==> src/rtl/hazard_scoreboard.sv <==
// ID-stage hazard scoreboard: per-register countdown of in-flight writes, RAW stall
// generation for the instruction in ID, and a saturating count of stalled cycles.
module hazard_scoreboard #(
   parameter int WB_LATENCY = 2,
   parameter int NUM_REGS   = 16,
   parameter int STALL_W    = 16
) (
   input  logic                clk,
   input  logic                rst,
   input  logic                issue_valid,
   input  logic                flush,
   input  logic                freeze,
   input  logic                wb_en,
   input  logic [3:0]          dest,
   input  logic [3:0]          src1,
   input  logic                src1_used,
   input  logic [3:0]          src2,
   input  logic                src2_used,
   output logic                hazard,
   output logic                issue_fire,
   output logic [NUM_REGS-1:0] pending_mask,
   output logic [STALL_W-1:0]  stall_count
);

   localparam int CW = $clog2(WB_LATENCY + 1);
   localparam logic [CW-1:0] CNT_LAT  = CW'(WB_LATENCY);
   localparam logic [CW-1:0] CNT_ONE  = CW'(1'b1);
   localparam logic [CW-1:0] CNT_ZERO = {CW{1'b0}};
   localparam logic [STALL_W-1:0] STALL_ONE = STALL_W'(1'b1);
   localparam logic [STALL_W-1:0] STALL_MAX = {STALL_W{1'b1}};

   logic [CW-1:0]      cnt_q [NUM_REGS];
   logic [CW-1:0]      cnt_d [NUM_REGS];
   logic [STALL_W-1:0] stall_q;
   logic [STALL_W-1:0] stall_d;
   logic               live_s;
   logic               set_s;

   // A register is pending while its countdown is non-zero.
   always_comb begin
      for (int r = 0; r < NUM_REGS; r++) begin
         pending_mask[r] = (cnt_q[r] != CNT_ZERO);
      end
   end

   // Stall is evaluated against older writers only, so a same-instruction src==dest never stalls.
   always_comb begin
      live_s     = issue_valid & ~flush;
      hazard     = live_s & ((src1_used & pending_mask[src1]) | (src2_used & pending_mask[src2]));
      issue_fire = live_s & ~hazard & ~freeze;
      set_s      = issue_fire & wb_en;
   end

   // Countdown next state: freeze holds everything, a new write re-arms to full latency.
   always_comb begin
      for (int r = 0; r < NUM_REGS; r++) begin
         if (freeze) begin
            cnt_d[r] = cnt_q[r];
         end else if (set_s && (int'(dest) == r)) begin
            cnt_d[r] = CNT_LAT;
         end else if (cnt_q[r] != CNT_ZERO) begin
            cnt_d[r] = cnt_q[r] - CNT_ONE;
         end else begin
            cnt_d[r] = cnt_q[r];
         end
      end
   end

   // Saturating stall counter, not advanced while the pipeline is frozen.
   always_comb begin
      if (!freeze && hazard && (stall_q != STALL_MAX)) begin
         stall_d = stall_q + STALL_ONE;
      end else begin
         stall_d = stall_q;
      end
   end

   // State registers with synchronous reset discarding all pending entries.
   always_ff @(posedge clk) begin
      if (rst) begin
         for (int r = 0; r < NUM_REGS; r++) begin
            cnt_q[r] <= CNT_ZERO;
         end
         stall_q <= {STALL_W{1'b0}};
      end else begin
         for (int r = 0; r < NUM_REGS; r++) begin
            cnt_q[r] <= cnt_d[r];
         end
         stall_q <= stall_d;
      end
   end

   assign stall_count = stall_q;

endmodule

==> config.mk <==
export PLATFORM = sky130hd
export DESIGN_NAME = hazard_scoreboard
export DESIGN_NICKNAME = d
export VERILOG_FILES = /design/src/rtl/hazard_scoreboard.sv
export SDC_FILE = /design/constraint.sdc
export NUM_CORES = 1
export LEC_CHECK = 0
export ABC_AREA = 1
export CAP_MARGIN = 5
export CORE_MARGIN = 2
export CORE_UTILIZATION = 42
export DETAILED_ROUTE_END_ITERATION = 12
export GPL_ROUTABILITY_DRIVEN = 0
export HOLD_SLACK_MARGIN = 0.06
export PLACE_DENSITY = 0.73
export SYNTH_ARGS = -nofsm -noshare
export SYNTH_HDL_FRONTEND = slang
export SYNTH_SLANG_ARGS = --single-unit
==> constraint.sdc <==
create_clock -name clk -period 4.6 [get_ports clk]
set_input_delay 0.69 -clock clk [delete_from_list [all_inputs] [get_ports clk]]
set_output_delay 0.69 -clock clk [all_outputs]
set_load 0.1 [all_outputs]
* Yosys cells after proc, flatten, opt, wreduce, memory -nomap -nowiden *
Memories as Yosys holds them, arrays and structs flattened.
Index checks and enable logic that the tools add are counted.

storage, ports and cells
  output and inout port bits = 34
  memory bits (writable) = 32
  register bits after elaboration = 16
  memories kept = 1

cells by class
  multiplexer cells = 71
  equal/unequal tests = 16
  add/sub/neg operators = 17
  magnitude comparators = 2
  bitwise operators = 27
  reductions and logical operators = 36

memory list
  memory  words  bits a word  rd ports  clocked after memory_dff  write ports  RTL line  text
  cnt_q   16     2            16        0                         16           32        logic [CW-1:0] cnt_q [NUM_REGS];

operators by type and width
  operator               count
  $mux 2                 64
  $eq 4x4->1 const B     8
  $reduce_bool 2->1      16
  $sub 2x1->2 const B    16
  $logic_and 1x1->1      18
  $or 1x1->1             17
  $add 16x1->16 const B  1
  $eq 4x3->1 const B     4
  $ne 16x16->1 const B   1
  $lt 4x5->1 const B     2
  $bmux 1 s4             2
  $eq 4x2->1 const B     2
  $and 1x1->1            7
  $mux 1                 5
  $eq 4x1->1 const B     1
  $logic_not 4->1        1
  $not 1->1              3
  $logic_not 1->1        1

* Depth between registers and ports, before layout *
  depth in word-level cells = 14
  mapped depth = 16

* Worst setup path before layout *
No wires, ideal clock.

  path kind = register to output
  start = memory cnt_q[0][2] (netlist bit)
  end = output hazard
  arrival = 4.046 ns
  required time = 3.910 ns
  buffers on the path = 0
  setup slack = -0.136 ns
  stages on the path, launching flop included = 11
  cells stage by stage = dfxtp_1 -> inv_1 -> ha_1 -> inv_1 -> nand2_1 -> nand3_2 -> nand3_2 -> nand3_2 -> nand3_2 -> nand2_4 -> nor3b_1

RTL lines
  element             RTL line  text
  start: declaration  32
  end: declaration    19        output logic hazard,

* Worst setup path in the final report *
  start = input src1[0]
  end = output issue_fire

between the ends
  cells in the longest elaborated chain, start to end = 8

RTL lines
  element                       RTL line  text
  start: declaration            15        input logic [3:0] src1,
  $bmux 1 s4                    49        hazard = live_s & ((src1_used & pending_mask[src1]) | (src2_used & pending_mask[src2]));
  $mux 1 (implied by the code)  49
  $and 1x1->1                   49
  $or 1x1->1                    49
  $and 1x1->1                   49
  $not 1->1                     50        issue_fire = live_s & ~hazard & ~freeze;
  $and 1x1->1 (2 in series)     50
  end: declaration              20        output logic issue_fire,

Every way passes these cells. The select of a mux whose other input is x is not followed.

==> impl_metrics.py <==
metrics = {
    "global_route": {
        "top_usage_layer": "met2",
        "grt_max_degree": 65,
        "antenna_found_initial": 0,
        "track_usage": 0.1966,
        "grt_pass1_vias": 3205,
        "use_met3": 0.04664,
        "grt_use_met2": 0.3404,
        "use_met1": 0.2428,
        "grt.overflow.total": 0,
        "grt_pass1_wl_um": 14320,
    },
    "drt": {
        "wirelength_um": 8363,
        "drc": 0,
        "vias_per_cell": 5.052,
        "final_antenna_net_count": 0,
        "initialDrtViolationCount": 208,
        "dr.pass1.iters": 4,
        "wire_per_inst_um": 12.48,
        "num_vias": 3385,
    },
    "final_layout": {
        "final_area_um2": 4129,
        "stdcell_count": 670,
        "nNetsFinal": 603,
        "drive_gt1_frac": 0.09204,
        "syn_to_final_growth_pct": 18.49,
        "num_antenna_cells": 0,
        "post-route-util": 0.5076,
    },
    "setup_path": {
        "crit_path_end_kind": "primary output",
        "cp_data_arrival_time_ps": 2760,
        "path_class": "input port to primary output",
        "r2r-end": "cnt_q[0][0]$_SDFFE_PP0P_",
        "crit_fanout": 17,
        "worst-endpoint-required_ps": 3910,
        "ff2ff_path_depth": 15,
        "reg2reg_setup_slack_ps": 2270,
        "startpoint_type": "input port",
        "r2r_start": "cnt_q[0][10]$_SDFFE_PP0P_",
    },
    "power": {
        "p_comb_frac": 0.426,
        "pwr-share-clk": 0.225,
        "power.density_nw_per_um2": 319.7,
        "p_sw_mw": 0.5666,
        "p_leak_nw": 1.764,
        "p_sw_frac": 0.4293,
        "p_total_mw": 1.320,
        "power_frac_seq": 0.349,
        "peakVddDrop_uv": 134.3,
        "power.internal_mw": 0.7533,
    },
    "hold_path": {
        "hold_depth": 2,
        "hold_end": "cnt_q[1][3]$_SDFFE_PP0P_",
        "hp-start": "cnt_q[1][3]$_SDFFE_PP0P_",
        "hold_path_class": "register to register",
    },
    "placed_design": {
        "placedCellCount": 664,
        "hpwl_um": 6382,
        "port_buffers": 53,
        "placed_cell_area_um2": 4030,
    },
    "cts": {
        "clkSinkCount": 48,
        "cts_tree": "built",
        "cts_resized": 0,
        "clkTransAtPathRegs_ps": 80,
        "cts_made_buffers": 5,
        "cts_setup_buffers": 0,
        "root_buffer": "clkbuf_8",
        "clk_path_buf_depth": 2,
        "hold_buffers": 0,
        "insertion_delay_ps": 300,
        "htreeDepth": 2,
    },
    "timing": {
        "fin_crit_ps": 3452,
        "clock.fmax_mhz": 289.7,
        "hold_violations": 0,
        "rsz0062_at_grt": "false",
        "fin_skew_ps": 3.180,
        "tightest_slew_ps": 1086,
        "fin_crit_sh": 0.7504,
        "finalSetupTns_ps": 0,
        "report.final.setup_viol": 0,
        "slew_headroom": 0.2740,
        "drv_slew": 0,
    },
    "die": {
        "start_util": 0.4284,
        "die_area_um2": 9041,
        "core_area_um2": 8134,
        "die_h_um": 95.09,
        "row_count": 33,
        "ioPinCount": 54,
        "die_x_um": 95.09,
    },
    "job": {
        "drv_cap": 0,
    },
    "synthesis": {
        "syn_nets": 560,
        "yosysWarnings": 0,
        "yosysUniqueCellTypes": 35,
        "syn_inst": 523,
        "ys_seq_elements": 48,
        "avgSynthCellArea_um2": 6.663,
        "ys_seq_area_frac": 0.2758,
        "syn_area_um2": 3485,
    },
    "outcome": {
        "status": "finished clean",
    },
}
synthesized netlist by cell type:
cell type / number / area, um^2
a21oi_1: 25 / 125.1
and2_1: 1 / 6.260
and3_1: 1 / 6.260
buf_1: 5 / 18.77
buf_12: 1 / 20.02
buf_2: 2 / 10.01
buf_6: 5 / 56.30
clkbuf_1: 5 / 18.77
dfxtp_1: 48 / 960.9
ha_1: 17 / 212.7
inv_1: 89 / 334.1
inv_2: 2 / 7.510
inv_6: 2 / 17.52
nand2_1: 114 / 427.9
nand2_2: 9 / 56.30
nand2_4: 1 / 11.26
nand3_1: 71 / 355.3
nand3_2: 5 / 50.05
nand3_4: 10 / 175.2
nand4_1: 18 / 112.6
nor2_1: 57 / 214.0
nor2_4: 1 / 11.26
nor2_8: 1 / 20.02
nor3_1: 2 / 10.01
nor3_2: 7 / 70.07
nor3b_1: 2 / 15.01
nor3b_2: 4 / 50.05
nor4_1: 2 / 12.51
o211ai_1: 1 / 7.510
o21a_1: 1 / 7.510
o21ai_0: 8 / 40.04
o21ai_1: 1 / 5.000
or2_0: 2 / 12.51
xnor2_1: 2 / 17.52
xor2_1: 1 / 8.760
metal layers:
layer	vias to the layer above	part of all wire
met5	-	0
met4	0	0.014
met3	9	0.063
met2	82	0.47
met1	1532	0.45
li1	1762	-
cell usage in the layout (no fill, tap or decap), types with 10 or more instances in the layout:
cell type / netlist / layout
nand3_1: 71 / 71
a21oi_1: 25 / 25
clkdlybuf4s50_1: 0 / 51
ha_1: 17 / 17
nor2_1: 57 / 57
inv_1: 89 / 89
dfxtp_1: 48 / 48
nand3_4: 10 / 10
nand2_1: 114 / 114
nand4_1: 18 / 18
kinds of logic (layout without fill, tap and decap cells):
family,after synthesis,count (layout),share of synthesized area
and+or+nand+nor,308,308,0.4639
buffers and inverters,111,153,0.1386
DFF,48,48,0.2758
AOI/OAI and AO/OA,36,36,0.05314
adders and majority gates,17,17,0.06104
xor gates and xnor gates,3,3,0.007542
cell type report:
cell class	instances	area, um^2
multi-input combinational	364	2046
fill	784	4005
tap	105	131.4
timing repair buffer	54	533.0
clock buffer	5	68.82
inverter	93	359.1
sequential	48	960.9
clock inverter	1	30.03
power groups by stage:
| stage | sequential, mW | combinational (mW) | clock, mW |
|---|---|---|---|
| after CTS | 0.461 | 0.564 | 0.309 |
| after global placement | 0.469 | 0.547 | 0 |
| after detailed placement | 0.471 | 0.563 | 0 |
| after global routing | 0.465 | 0.608 | 0.323 |
| after floorplan | 0.473 | 0.436 | 0 |
| final | 0.461 | 0.562 | 0.297 |
sequential cells by signal, indices dropped and copies added, names as in the netlist:
| register | count |
|---|---|
| cnt_q | 32 |
| stall_count | 16 |
worst max-delay path by stage:
stage,startpoint,endpoint,slack (ps),depth (start not counted)
after detailed placement,src1[0],issue_fire,1150,10
after floorplan,cnt_q[0][2]$_SDFFE_PP0P_,hazard,870,10
final,src1[0],issue_fire,1150,10
after global routing,src1[0],issue_fire,940,10
after CTS,src1[0],issue_fire,1150,10
after global placement,src1[0],issue_fire,1220,10
worst max-delay path, cell delays in order:
cell	delay [ps]
clkdlybuf4s50_1	730
inv_6	70
nand2_1	80
nand3_1	70
nand3_1	80
nand3_1	100
nand3_2	100
nand2_4	100
nor2_8	350
buf_4	370
metrics by stage:
step | hold slack, ps | setup slack (ps)
after floorplan | 451.6 | 866.5
after global placement | 460.3 | 1217
after detailed placement | 472.2 | 1154
after CTS | 493.7 | 1153
after global routing | 515.1 | 942.2
final | 489.2 | 1148
Power figures use the tool's default switching activity.
